`config.mk`:
```
export PLATFORM = sky130hd
export DESIGN_NAME = offset_tracker
export DESIGN_NICKNAME = d
export VERILOG_FILES = /design/src/rtl/offset_tracker.sv
export SDC_FILE = /design/constraint.sdc
export NUM_CORES = 1
export LEC_CHECK = 0
export BUFFER_PORTS_ARGS = -buffer_cell sky130_fd_sc_hd__buf_4
export CAP_MARGIN = 10
export CORE_ASPECT_RATIO = 1.75
export CORE_MARGIN = 2
export CORE_UTILIZATION = 64
export DETAILED_ROUTE_END_ITERATION = 12
export GPL_ROUTABILITY_DRIVEN = 0
export PLACE_DENSITY = 0.86
export SYNTH_ARGS = -nofsm -noshare
export SYNTH_HDL_FRONTEND = slang
export SYNTH_SLANG_ARGS = --single-unit
```
`constraint.sdc`:
```
create_clock -name clk -period 4.65 [get_ports clk]
set_input_delay 0.6975 -clock clk [delete_from_list [all_inputs] [get_ports clk]]
set_output_delay 0.6975 -clock clk [all_outputs]
set_load 0.02 [all_outputs]
```
`src/rtl/offset_tracker.sv`:
```
// Per-window DC offset / amplitude estimator: tracks min/max of Vin over WIN accepted
// samples, then publishes floor((max+min)/2) and floor((max-min)/2) for one cycle.
module offset_tracker #(
    parameter int unsigned M   = 14,
    parameter int unsigned WIN = 32,
    parameter int unsigned CW  = 6
) (
    input  logic                clk,
    input  logic                rst,
    input  logic                sample_en,
    input  logic                clear,
    input  logic signed [M-1:0] Vin,
    output logic signed [M-1:0] offset,
    output logic        [M-1:0] amplitude,
    output logic                offset_valid,
    output logic                window_done
);

    typedef enum logic [1:0] {
        SEED = 2'd0,
        ACC  = 2'd1,
        PUB  = 2'd2
    } state_e;

    state_e              state_q, state_d;
    logic [CW-1:0]       cnt_q, cnt_d;
    logic signed [M-1:0] min_q, min_d;
    logic signed [M-1:0] max_q, max_d;
    logic signed [M-1:0] offset_q, offset_d;
    logic [M-1:0]        amplitude_q, amplitude_d;
    logic                valid_q, valid_d;
    logic                done_q, done_d;

    // One extra bit of headroom so full-scale extremes never wrap.
    logic signed [M:0]   sum_c;
    logic [M:0]          diff_c;

    assign sum_c  = $signed({max_q[M-1], max_q}) + $signed({min_q[M-1], min_q});
    assign diff_c = {max_q[M-1], max_q} - {min_q[M-1], min_q};

    always_comb begin
        state_d     = state_q;
        cnt_d       = cnt_q;
        min_d       = min_q;
        max_d       = max_q;
        offset_d    = offset_q;
        amplitude_d = amplitude_q;
        valid_d     = valid_q;
        done_d      = 1'b0;

        case (state_q)
            SEED: begin
                if (sample_en) begin
                    min_d   = Vin;
                    max_d   = Vin;
                    cnt_d   = CW'(1);
                    state_d = ACC;
                end
            end
            ACC: begin
                if (sample_en) begin
                    min_d = (Vin < min_q) ? Vin : min_q;
                    max_d = (Vin > max_q) ? Vin : max_q;
                    cnt_d = cnt_q + CW'(1);
                    if (cnt_q == CW'(WIN - 1)) begin
                        state_d = PUB;
                    end
                end
            end
            PUB: begin
                offset_d    = M'(sum_c >>> 1);
                amplitude_d = M'(diff_c >> 1);
                valid_d     = 1'b1;
                done_d      = 1'b1;
                // A sample arriving during publication opens the next window.
                if (sample_en) begin
                    min_d   = Vin;
                    max_d   = Vin;
                    cnt_d   = CW'(1);
                    state_d = ACC;
                end else begin
                    cnt_d   = '0;
                    state_d = SEED;
                end
            end
            default: begin
                cnt_d   = '0;
                state_d = SEED;
            end
        endcase

        // Abort beats any incoming sample but never cancels a publication in flight.
        if (clear) begin
            cnt_d   = '0;
            min_d   = min_q;
            max_d   = max_q;
            state_d = SEED;
        end
    end

    always_ff @(posedge clk or negedge rst) begin
        if (!rst) begin
            state_q     <= SEED;
            cnt_q       <= '0;
            min_q       <= '0;
            max_q       <= '0;
            offset_q    <= '0;
            amplitude_q <= '0;
            valid_q     <= 1'b0;
            done_q      <= 1'b0;
        end else begin
            state_q     <= state_d;
            cnt_q       <= cnt_d;
            min_q       <= min_d;
            max_q       <= max_d;
            offset_q    <= offset_d;
            amplitude_q <= amplitude_d;
            valid_q     <= valid_d;
            done_q      <= done_d;
        end
    end

    assign offset       = offset_q;
    assign amplitude    = amplitude_q;
    assign offset_valid = valid_q;
    assign window_done  = done_q;

endmodule

```
== After elaboration in Yosys (flattened, before gate mapping) ==
Index checks and enable logic that the tools add are counted.
Storage, ports and cells
  bits in registers: 66
  input bits: 18
  output and inout bits: 30
  logic and storage cells: 50
Operators by class
  $add $sub $neg: 3
  order comparisons: 2
  equal/unequal tests: 10
  multiplexer cells: 19
  bitwise gates (word level): 1
  reductions and logical operators: 7
Operator list (count)
  14-bit two-way mux: 5
  14-bit case mux with 2 select lines: 2
  6-bit two-way mux: 3
  6-bit case mux with 3 select lines: 1
  14-bit by 14-bit adder with 15-bit output: 1
  14-bit by 14-bit subtractor with 15-bit output: 1
  14-bit greater-than comparator: 1
  14-bit less-than comparator: 1
  5-bit AND reduction: 2
  3-bit != test, second input constant: 3
  2-bit two-way mux: 4
  6-bit by 1-bit adder with 6-bit output, second input constant: 1
  6-bit by 5-bit == test with 1-bit output, second input constant: 1
  2-bit != test, second input constant: 3
  2-bit case mux with 3 select lines: 1
  1-bit two-way mux: 3
  3-bit AND reduction: 1
  2-bit by 1-bit == test with 1-bit output, second input constant: 1
  2-bit == test, second input constant: 1
  2-bit zero test: 1
  2-bit by 1-bit != test with 1-bit output, second input constant: 1
  2-bit AND reduction: 1
  2-bit nonzero test: 1
  2-bit OR reduction: 1
  1-bit NOT: 1

== Logic depth before layout (Yosys ltp) ==
  depth after elaboration: 5
  gate-level depth with buffers: 9
  gate-level depth less buffers: 8

== Worst setup path before layout ==
OpenSTA, ideal clock, no wires.
  path type: input port to flip-flop
  start point: input port Vin[3]
  end point: register max_q[0]
  setup time: 0.125 ns
  arrival time: 2.261 ns
  data required time: 4.525 ns
  slack: 2.264 ns
  cell stages on the path: 7
  path buffers: 1
  path through: ha_1 > and4_1 > a41oi_1 > o21ai_0 > a21oi_2 > buf_2 > mux2_2
Between the ends
  cells in the longest elaborated chain, start to end: 3
Ends and longest elaborated chain
  start, declared: line 12  | input logic signed [M-1:0] Vin,
  14-bit greater-than comparator: line 63  | max_d = (Vin > max_q) ? Vin : max_q;
  2-bit != test (no source line)
  5-bit AND reduction (no source line)
  end signal, assigned: line 115  | max_q <= max_d;
  end, declared: line 28  | logic signed [M-1:0] max_q, max_d;
No other way between the ends.
A chain may end at the register's enable or synchronous reset.

== Worst setup path in the final report ==
  start point: input port Vin[11]
  end point: register min_q[3]
Between the ends
  cells in the longest elaborated chain, start to end: 3
Ends and longest elaborated chain
  14-bit less-than comparator: line 62  | min_d = (Vin < min_q) ? Vin : min_q;
  2-bit != test (no source line)
  5-bit AND reduction (no source line)
  end signal, assigned: line 114  | min_q <= min_d;
  end, declared: line 27  | logic signed [M-1:0] min_q, min_d;
No other way between the ends.

==> impl_results.md <==
* F_max at 0.3437 GHz
* WS Path Type: input port to flop
* # IOs at 48
* Combined area of the multi-input logic cells at 0.002631 mm2
* Non-Filler Instances at 598
* Drt drc at 0
* Num CTS Buffers at 9
* Async set or reset register ratio after synthesis at 1.000
* Number of max-cap violations at 0
* Min-Delay Path Class: input port to async pin
* P_leak at 2.548 nW
* CP Max Fanout at 14
* Vias at 3630
* CTS Hold Bufs at 0
* Global-route usage over all layers at 0.2906
* # setup viols final at 0
* Flop-to-flop setup slack at 1.79 ns
* FF-to-FF path depth at 7
* Worst Setup Slack post-DPL at 1.481 ns
* Post-synth EDFFs at 0
* Critical Path RT at 4.87 ns
* Seq/Total Area, Yosys at 0.3632
* Worst vdd ir at 0.0003756 V
* DR WL/cell at 17.01 um
* Placed Cells at 582
* Vias in the first global route at 3687
* Syn nets at 547
* Post-DRT Antenna Nets at 0
* Fin crit share at 0.6257
* Antenna fix cells at 0
* Clock tree from TritonCTS: done
* Synth top area cells: dfrtp_1 (36%), ha_1 (15%), mux2_2 (6.9%), xnor2_1 (3.9%), nand2_1 (3.5%)
* CP startpoint kind: input port
* RSZ-0062 raised after global routing: no
* Vias/cell at 6.070
* H-tree depth at 3
* Clk Tree Root Cell: clkbuf_16
* Synth warn at 0
* Final nets at 583
* Fin Setup TNS at 0 ns
* Clk pin slew, worst setup/hold paths at 0.05 ns
* Layout area overhead at 14.56%
* Final HPWL DP at 7.419 mm
* Netlist cell types at 60
* Final worst slack at 1.741 ns
* Max-slew violations at 0
* FF-to-FF End: min_q[3]
* Hold Fails Final Rpt at 0
* Register area at 0.001652 mm2
* Drt first pass iters at 4
* I/O Buffers at 47
* Min cycle time layout at 2.909 ns
* #FFs+latches synth at 66
* Core area at 0.006857 mm2
* FF-to-FF Start: min_q[11]
* # clock sinks at 66
* Post_cts resized at 0
* Main synth FF type: dfrtp_1
* Status: finished clean
* Crit path arrival time at 3.13 ns
* Die W at 67.72 um
* Max-slew headroom at the worst pin at 0.2567
* Top-area cell type share of the netlist area at 0.3632
* Die area at 0.007821 mm2
* Clock skew at 0.006111 ns
* Fin util at 0.7597
* Rows at 40
* Largest area contributor in the netlist: dfrtp_1
* Pwr dens at 590.6 mW/mm2
* Initial antenna violation count at 0
* Post-CTS Setup Inserts at 0
* Cells after synthesis at 473
* Worst Tran Pin Value at 1.109 ns
* Pin count of the biggest net entering global routing at 67
* Initial Util at 0.6631
* Worst skew pair latency at 0.34 ns
* Drt initial violations at 203
* Share of post-route cells with drive strength above 1 at 0.2004
* Die Ht at 115.5 um
* Nature of the critical path endpoint: flop
* Total gr overflow at 0
* DRT Wirelength at 10.17 mm
* First-pass GRT wire length at 16.91 mm
* Fill cell count at 444
* Syn Area/Cell at 9.613 um2
* Area of the mapped netlist at 0.004547 mm2
* Deepest clock path buffer count at 2
routing by layer:
layer	wire length, um	share of wire	global-route usage
met1	3822	0.38	0.3112
met2	5510	0.54	0.5072
met3	384	0.038	0.06311
met4	453	0.045	0.1714
met5	0	0	0
cells in the mapped netlist, drive strengths merged (2+ instances only):
cell type,count
o311ai,3
nor3,13
o21bai,4
buf,15
dfrtp,66
a211o,3
inv,38
nor2,23
nand4,4
o31ai,7
ha,54
nor3b,2
xor2,4
xnor2,20
a31oi,5
a211oi,6
o21ai,30
fa,2
mux2,28
or4,2
o21a,5
a21o,5
a21oi,24
a21boi,2
o211ai,2
nor4,3
a221oi,2
nand3,10
and3,4
nand2b,10
a41oi,3
nand2,43
clkbuf,8
a32oi,2
nor2b,8
worst max path at each step:
stage / startpoint / end / cells after the start
6_report: Vin[11] / min_q[3] / 7
5_1_grt: Vin[11] / min_q[3] / 7
4_1_cts: Vin[11] / min_q[3] / 7
3_5_place_dp: Vin[11] / min_q[2] / 7
3_3_place_gp: Vin[11] / min_q[13] / 7
2_1_floorplan: Vin[3] / max_q[0] / 7
stage by stage:
step,total power [mW],area [um2],hold slack [ns]
after global placement,2.244,4891,0.4515
after CTS,3.058,5209,0.4743
after floorplan,2.010,4547,0.4019
after global routing,3.291,5209,0.4923
after detailed placement,2.314,4891,0.4639
final,3.076,5209,0.4539
logic make-up after synthesis:
family / Yosys count / share of synthesized area
compound gates: 110 / 0.1654
fa+ha+maj: 56 / 0.1574
flops: 66 / 0.3632
xor+xnor: 24 / 0.04623
buf+inv: 61 / 0.05806
simple gates: 127 / 0.1381
mux: 29 / 0.07155
flip-flops by register name, indices dropped and copies added, names as in the netlist:
register and cells:
amplitude 14, cnt_q 6, max_q 14, min_q 14, offset 14, offset_valid 1
state_q 2, window_done 1
worst max-delay path, cell delays in order:
cell,delay (ns)
buf_4,0.13
ha_1,0.29
a21oi_1,0.07
o2111ai_1,0.40
a41oi_1,0.17
nor3_2,0.93
mux2_2,0.44
power by group:
| part | internal [mW] | total [mW] | switching, mW |
|---|---|---|---|
| Clock | 0.473 | 0.710 | 0.237 |
| Combinational | 0.678 | 1.60 | 0.923 |
| Sequential | 0.668 | 0.765 | 0.0972 |
area by class of cell:
type | instances | share of cell area
tap | 84 | 0.02018
multi-input combinational | 346 | 0.5052
clock buffer | 15 | 0.05525
timing repair buffer | 48 | 0.06918
clock inverter | 1 | 0.005765
inverter | 38 | 0.02738
sequential | 66 | 0.3171
placed cells by master, fill, tap and decap left out, types with 10 or more instances in the layout:
cell / Yosys / final
inv_1: 38 / 38
ha_1: 54 / 54
a21oi_1: 22 / 22
nor3_1: 12 / 12
mux2_2: 28 / 28
xnor2_1: 20 / 20
dfrtp_1: 66 / 66
o21ai_0: 26 / 26
buf_4: 2 / 48
nand2_1: 43 / 43
nor2_1: 23 / 23
nand3_1: 10 / 10
No activity file was read; power rests on OpenSTA's default activity.
